[src/rtl/btn_conditioner.sv]
// btn_conditioner: N independent push-button channels. Each channel
// synchronises its raw input, debounces it over a stability window, and
// emits a clean level, one-cycle press/release pulses and optional
// auto-repeat pulses while the button is held.
//
// Handshake note: there is no valid/ready traffic here. press, release_pulse
// and rpt are single-cycle strobes qualified by nothing; a consumer samples
// them on any rising clk edge and must not expect them to be held.
//
// `release` is a reserved word in SystemVerilog, so the release strobe port
// is called release_pulse.
module btn_conditioner #(
  parameter int                  CHANNELS      = 3,
  parameter int                  STABLE_CYCLES = 1_000_000,
  parameter int                  REPEAT_DELAY  = 25_000_000,
  parameter int                  REPEAT_PERIOD = 5_000_000,
  parameter logic [CHANNELS-1:0] REPEAT_EN     = '0
) (
  input  logic                clk,
  input  logic                rst_n,
  input  logic [CHANNELS-1:0] btn_in,
  output logic [CHANNELS-1:0] level,
  output logic [CHANNELS-1:0] press,
  output logic [CHANNELS-1:0] release_pulse,
  output logic [CHANNELS-1:0] rpt,
  output logic [CHANNELS-1:0] evt
);

  localparam int              DW    = $clog2(STABLE_CYCLES + 1);
  localparam logic [DW-1:0]   DLAST = DW'(STABLE_CYCLES - 1);

  localparam int RMAX = (REPEAT_DELAY > REPEAT_PERIOD) ? REPEAT_DELAY : REPEAT_PERIOD;
  localparam int RW   = $clog2(RMAX + 1);
  localparam logic [RW-1:0] RLOAD_DELAY  = RW'(REPEAT_DELAY - 1);
  localparam logic [RW-1:0] RLOAD_PERIOD = RW'(REPEAT_PERIOD - 1);

  genvar i;
  generate
    for (i = 0; i < CHANNELS; i++) begin : g_ch
      logic          s1_q, s1_d;
      logic          s2_q, s2_d;
      logic          level_q, level_d;
      logic          press_q, press_d;
      logic          release_q, release_d;
      logic [DW-1:0] dcnt_q, dcnt_d;

      // Synchroniser shift and debounce window: any cycle where the
      // synchronised input matches the accepted level restarts the window.
      always_comb begin
        s1_d      = btn_in[i];
        s2_d      = s1_q;
        level_d   = level_q;
        press_d   = 1'b0;
        release_d = 1'b0;
        dcnt_d    = '0;
        if (s2_q != level_q) begin
          if (dcnt_q == DLAST) begin
            level_d   = s2_q;
            press_d   = s2_q;
            release_d = ~s2_q;
          end else begin
            dcnt_d = dcnt_q + DW'(1);
          end
        end
      end

      // Debounce state registers with synchronous active-low reset.
      always_ff @(posedge clk) begin
        if (!rst_n) begin
          s1_q      <= 1'b0;
          s2_q      <= 1'b0;
          level_q   <= 1'b0;
          press_q   <= 1'b0;
          release_q <= 1'b0;
          dcnt_q    <= '0;
        end else begin
          s1_q      <= s1_d;
          s2_q      <= s2_d;
          level_q   <= level_d;
          press_q   <= press_d;
          release_q <= release_d;
          dcnt_q    <= dcnt_d;
        end
      end

      assign level[i]         = level_q;
      assign press[i]         = press_q;
      assign release_pulse[i] = release_q;

      if (REPEAT_EN[i]) begin : g_rep
        logic [RW-1:0] rcnt_q, rcnt_d;
        logic          rpt_q, rpt_d;

        // Repeat countdown: reloaded on press, fires while held; a release
        // on the same edge suppresses the pulse and freezes the counter.
        always_comb begin
          rcnt_d = rcnt_q;
          rpt_d  = 1'b0;
          if (press_d) begin
            rcnt_d = RLOAD_DELAY;
          end else if (level_q && !release_d) begin
            if (rcnt_q == '0) begin
              rpt_d  = 1'b1;
              rcnt_d = RLOAD_PERIOD;
            end else begin
              rcnt_d = rcnt_q - RW'(1);
            end
          end
        end

        // Repeat state registers with synchronous active-low reset.
        always_ff @(posedge clk) begin
          if (!rst_n) begin
            rcnt_q <= '0;
            rpt_q  <= 1'b0;
          end else begin
            rcnt_q <= rcnt_d;
            rpt_q  <= rpt_d;
          end
        end

        assign rpt[i] = rpt_q;
      end else begin : g_norep
        assign rpt[i] = 1'b0;
      end
    end
  endgenerate

  assign evt = press | rpt;

endmodule

[config.mk]
export PLATFORM = sky130hd
export DESIGN_NAME = btn_conditioner
export DESIGN_NICKNAME = d
export VERILOG_FILES = /design/src/rtl/btn_conditioner.sv
export SDC_FILE = /design/constraint.sdc
export NUM_CORES = 1
export LEC_CHECK = 0
export ABC_AREA = 1
export CORE_ASPECT_RATIO = 0.6
export CORE_UTILIZATION = 64
export DETAILED_ROUTE_END_ITERATION = 6
export GPL_ROUTABILITY_DRIVEN = 0
export PLACE_DENSITY = 0.82
export SYNTH_ARGS = -nofsm -noshare
export SYNTH_HDL_FRONTEND = slang
export SYNTH_SLANG_ARGS = --single-unit
[constraint.sdc]
create_clock -name clk -period 3.2 [get_ports clk]
set_input_delay 0.48 -clock clk [delete_from_list [all_inputs] [get_ports clk]]
set_output_delay 0.48 -clock clk [all_outputs]
set_load 0.02 [all_outputs]
# After elaboration in Yosys (flattened, before gate mapping)
# Index checks and enable logic that the tools add are counted.
# W data, S select, Z words.
# totals
ff_bits	75
inputBits	5
wordCells	43
# op_classes
addsub	3
eq_ne	6
bitwise_logic	7
n_reduce_logical	9
# ops
operator	n
$add A20 B1 Y20 const B	3
$eq A20 B20 Y1 const B	3
$reduce_and A3 Y1	3
$reduce_or A3 Y1	3
$not A1 Y1	7
$reduce_and A2 Y1	3
$ne A1 B1 Y1	3

# Logic depth before layout (Yosys ltp)
# depth
word_depth	3
mapped_depth	9

# Worst setup path before layout
# Ideal clock, no wire load.
# synth_timing
path_kind	register to register
from	reg g_ch[1].dcnt_q[0]
to	reg g_ch[1].dcnt_q[9]
setup_ns	0.114
arrival_ns	1.301
required_ns	3.086
path_slack_ns	1.784
path_stages_with_launch	10
period_less_slack_ns	1.416
cell_sequence	dfxtp_1 -> ha_1 -> nand2_2 -> nor2_4 -> nand2_2 -> nor2_4 -> nand2_2 -> nand2_4 -> buf_12 -> nor2_1
# synth_via
elab_chain_cells	2
elab_cells_between_ends	3
classes_between	add/sub (1); eq/ne (1); reduce/logical (1)
# synth_lines
item	line	rtl
start: declaration	45	logic [DW-1:0] dcnt_q, dcnt_d;
start signal: assignment	82	dcnt_q <= dcnt_d;
branches (longest 2 deep; another with $add A20 B1 Y20)	-	
# Parallel ways; which one is timed is not known.
# A chain may end at the register's enable or synchronous reset.

# Final worst setup path
# layout_timing
from	reg g_ch[2].dcnt_q[0]
to	reg g_ch[2].dcnt_q[11]
# layout_via
elab_chain_cells	2
elab_cells_between_ends	3
classes_between	add/sub (1); eq/ne (1); reduce/logical (1)
# layout_lines
item	line
start: declaration	45
start signal: assignment	82
branches (longest 2 deep; another with $add A20 B1 Y20)	-
# Parallel ways; which one is timed is not known.

==> impl_metrics.env <==
export IMPL_cp_required_ns=3.42
export IMPL_wl_per_cell_um=12.23
export IMPL_hold_buffers=0
export IMPL_io_pins=20
export IMPL_cap_violations=0
export IMPL_postCtsSetupBuffers=0
export IMPL_synthFlopType="dfxtp_1"
export IMPL_coreArea_mm2=0.005597
export IMPL_leakagePower_uw=0.001189
export IMPL_initial_core_util=0.6660
export IMPL_dieArea_mm2=0.006143
export IMPL_slew_viol_final=0
export IMPL_crit_path_max_fanout=20
export IMPL_numClockSinks=75
export IMPL_rsz0062_at_grt="no"
export IMPL_grt_pass1_wl_um=12070
export IMPL_synth_area_leader_cell="dfxtp_1"
export IMPL_final_util=0.7141
export IMPL_ys_ff_latch=75
export IMPL_cts_made_buffers=9
export IMPL_max_slew_margin_rel=0.5004
export IMPL_cts_buffer_depth=2
export IMPL_grt_start_max_net_pins=21
export IMPL_port_buffers=16
export IMPL_cp_start_kind="flip-flop"
export IMPL_ys_warn_count=0
export IMPL_seq_area_frac_synth=0.4028
export IMPL_async_flop_share=0
export IMPL_crit_arrival_ns=2.33
export IMPL_area_growth_pct=7.217
export IMPL_syn_inst=539
export IMPL_tns_ns=0
export IMPL_drtIter0Drc=243
export IMPL_power_density_mw_per_mm2=402.3
export IMPL_synth_common_cells="135 x nand2_1, 105 x nor2_1, 75 x dfxtp_1"
export IMPL_cts_resized=0
export IMPL_tightest_slew_ns=0.7476
export IMPL_antenna_found_initial=0
export IMPL_ctsRootBufferMaster="clkbuf_8"
export IMPL_ys_types=28
export IMPL_finalSetupViolCount=0
export IMPL_die_h_um=61.12
export IMPL_synth_edff_count=0
export IMPL_layout_nets=556
export IMPL_dp_slack_ns=0.9243
export IMPL_fmax_mhz=473.3
export IMPL_syn_avg_cell_area_um2=6.915
export IMPL_die_x_um=100.5
export IMPL_ant_nets=0
export IMPL_crit_type="reg -> reg"
export IMPL_finalWorstSetupSlack_ns=1.087
export IMPL_diodes=0
export IMPL_status="completed"
export IMPL_hold_class="reg -> reg"
export IMPL_fin_skew_ns=0.009623
export IMPL_routed_wl_um=7744
export IMPL_vias=3317
export IMPL_critPathCaptureType="flip-flop"
export IMPL_drc=0
export IMPL_final_hold_violation_count=0
export IMPL_rows=21
export IMPL_synth_most_common_cell="nand2_1"
export IMPL_path_clk_slew_ns=0.08
export IMPL_first_pass_iters=5
export IMPL_drive_above_1_share=0.07414
export IMPL_place_hpwl_um=5691
export IMPL_clk_latency_ns=0.35
export IMPL_netlist_area_mm2=0.003727
export IMPL_yosysTopAreaCellShare=0.4028
export IMPL_h_tree_depth=3
export IMPL_grt_ovfl_total=0
export IMPL_fillers=478
export IMPL_fin_crit_ns=2.113
export IMPL_period_share=0.6603
export IMPL_synth_area_leaders="dfxtp_1 40%, nand2_1 14%, nor2_1 11%"
export IMPL_grt_usage=0.2568
export IMPL_post_drt_via_cell_ratio=5.240
export IMPL_cts_tree="yes"
export IMPL_vdd_ir_drop_max_mv=0.3047
export IMPL_grt_pass1_vias=2653
state kept, by name, summed over array words and instances (netlist names):
signal	count
g_ch.dcnt_q	60
g_ch.level_q	3
g_ch.press_q	3
g_ch.release_q	3
g_ch.s1_q	3
g_ch.s2_q	3
cell usage in the layout (no fill, tap or decap), drive strengths merged, types with 6 or more instances in the layout:
| master | count |
|---|---|
| o21ai | 10 |
| xnor2 | 11 |
| inv | 57 |
| nor2 | 118 |
| xor2 | 11 |
| a21oi | 30 |
| nand2 | 140 |
| nor3 | 6 |
| clkdlybuf4s50 | 16 |
| nand3 | 31 |
| nand4 | 15 |
| clkbuf | 10 |
| dfxtp | 75 |
where the power goes:
group / switching, µW / internal (µW)
Clock: 360 / 281
Combinational: 17.2 / 9.08
Sequential: 3.78 / 937
worst paths after layout:
check                         start            endpoint  slack (ns)  cells after the start
hold reg to reg        g_ch[2].s1_q        g_ch[2].s2_q        0.43                      2
setup reg to reg  g_ch[2].dcnt_q[0]  g_ch[2].dcnt_q[11]        1.09                      6
setup / recovery  g_ch[2].dcnt_q[0]  g_ch[2].dcnt_q[11]        1.09                      6
hold / removal         g_ch[2].s1_q        g_ch[2].s2_q        0.43                      2
kinds of logic after synthesis:
group / count (synthesis) / synth area share
xor gates and xnor gates: 22 / 0.05169
AOI/OAI and AO/OA: 41 / 0.05774
and+or+nand+nor: 320 / 0.3733
adders and majority gates: 3 / 0.01007
other: 1 / 0.001006
buffers and inverters: 77 / 0.1034
DFF: 75 / 0.4028
cell type report:
cell class / instances / area (µm²) / area share
clock buffers: 10 / 127.6 / 0.03193
clock inverters: 6 / 41.29 / 0.01033
inverters: 56 / 210.2 / 0.05260
multi-input cells: 389 / 1848 / 0.4624
flip-flops and latches: 75 / 1501 / 0.3757
well taps: 80 / 100.1 / 0.02505
repair buffers: 17 / 167.7 / 0.04195
per-stage QoR:
step	instance area [µm²]	instances	power, µW	hold slack, ns
finish	3996	633	1608	0.4278
global route	3996	633	1666	0.4514
CTS	3996	633	1620	0.4352
detailed placement	3827	617	989.1	0.4124
global placement	3827	617	988.0	0.4006
floorplan	3735	541	984.7	0.3905
metal layers:
metal | GRT usage | vias up | share of wire
met5 | 0 | - | 0
met4 | 0.05797 | 0 | 0.0090
met3 | 0.08400 | 10 | 0.080
met2 | 0.3767 | 111 | 0.41
met1 | 0.3678 | 1509 | 0.50
li1 | - | 1687 | -
critical path, stage by stage, from the launching register on:
cell     delay [ns]
dfxtp_1        0.43
ha_1           0.24
nand3_1        0.20
nor2_4         0.22
nand3_1        0.17
nand2_1        0.59
nor2_1         0.11
Power figures use the tool's default switching activity.
==> variant, RTL diff (same settings) <==
Set the parameter `REPEAT_EN` to 1 (it was '0).
--- a/src/rtl/btn_conditioner.sv
+++ b/src/rtl/btn_conditioner.sv
@@ -14,7 +14,7 @@
   parameter int                  STABLE_CYCLES = 1_000_000,
   parameter int                  REPEAT_DELAY  = 25_000_000,
   parameter int                  REPEAT_PERIOD = 5_000_000,
-  parameter logic [CHANNELS-1:0] REPEAT_EN     = '0
+  parameter logic [CHANNELS-1:0] REPEAT_EN     = 1
 ) (
   input  logic                clk,
   input  logic                rst_n,
Function: no difference found for any inputs over 10 cycles, from zero or initial values and one cycle with rst_n low; that may be too few to reach the edited logic, so the function may still have changed.
==> variant against the original RTL <==
Total power grew 50%. Sequential cell count grew 26. Via count is 48% higher. Setup slack better by 0.10 ns. Design area up 46%. Count of clock-buffer cells in the layout up 3. Routed wire length increased by 55%. Area after synthesis up 45%. Critical path type is now reg -> out.
==> variant: results (changes against the original RTL) <==
Route
  • Number of DRC markers in iteration 0: 589 (+140%)
  • Detailed-route wire length per cell: 13.42 µm (+9.7%)
  • Sum of routed wire length over all layers: 12.02 mm (+55%)

Final layout
  • Share of cell area taken by multi-input logic gates: 48.79% (+2.5 points)
  • Portion of the layout cell area used by clock cells: 5.202% (+0.98 points)
  • Signed area change from the synthesized netlist to the final layout: 7.875%
  • Fill cell total of the finished layout: 616 (+29%)
  • Sequential cell area share: 34.60% (-3.0 points)
  • Multi-In Gates: 558 (+43%)

Setup path
  • WP data arrival: 1.53 ns (-0.80 ns)
  • Depth of the worst register-to-register path: 9 (+3)
  • Reg2reg end: g_ch[2].dcnt_q[18]

Power
  • P_leak: 2.302 nW (+94%)
  • Maximum resistive drop on vdd: 283.9 µV (-6.8%)

Die
  • Total Die Area: 8849 µm² (+44%)

Logic synthesis
  • Cells after Synth: 777 (+44%)
  • Portion of the post-synthesis area used by sequential elements: 37.32% (-3.0 points)
  • Largest cells by area after synthesis: dfxtp_1 37%, nand2_1 11%, nor2_1 9.1%

Placement
  • DP Area: 5540 µm² (+45%)
  • Worst slack after detailed placement: 0.9965 ns (+0.07218 ns)
  • Final HPWL from detailed placement: 8.654 mm (+52%)
  • Cell count after placement: 879 (+42%)
  • Buffers on Ports: 17 (+1)

Global route
  • Number of global-route vias before repair: 4445 (+68%)
  • Largest net degree at the start of global routing: 28 (+33%)
  • Global-route usage over all layers: 29.64% (+4.0 points)
  • Met2 Resource Use GR: 46.42% (+8.8 points)
  • GRT met3 Usage: 8.075% (-0.33 points)

Status
  • Result of the run: completed

STA
  • Final hold slack: 0.4170 ns (-0.01083 ns)
  • Worst Clk Skew: 0.006102 ns (-0.003521 ns)
  • Period utilization: 62.88% (-3.1 points)
-- variant: cell count changes after synthesis, sizes merged, moves of 5 or more --
cell,delta
nand2,+36
o21ai,+12
nor2,+28
or2,+5
nor3b,+10
xor2,+8
a21oi,+7
inv,+35
dfxtp,+26
nand3,+30
nor3,+25
-- variant: metal layers --
metal  share of wire [%]  routed length (µm)
met1                  47                5693
met2                  43                5202
met3                 8.3                 995
met4                 1.0                 123
met5                   0                   0
-- variant: kinds of logic (layout without fill, tap and decap cells) --
logic type      after synthesis  after routing  synth area share [%]
compound gates               64             64                 6.651
xor+xnor                     30             30                 4.850
fa+ha+maj                     5              5                 1.155
simple gates                457            457                 39.84
flops                       101            101                 37.32
other cells                   1              2               0.06922
buf+inv                     119            128                 10.12
-- variant: power groups by stage --
stage	clock, mW	combinational, mW	sequential [mW]
after detailed placement	0	0.0342	1.29
after global placement	0	0.0331	1.29
after global routing	1.18	0.0382	1.26
final	1.11	0.0345	1.26
after CTS	1.13	0.0341	1.26
after floorplan	0	0.0259	1.29
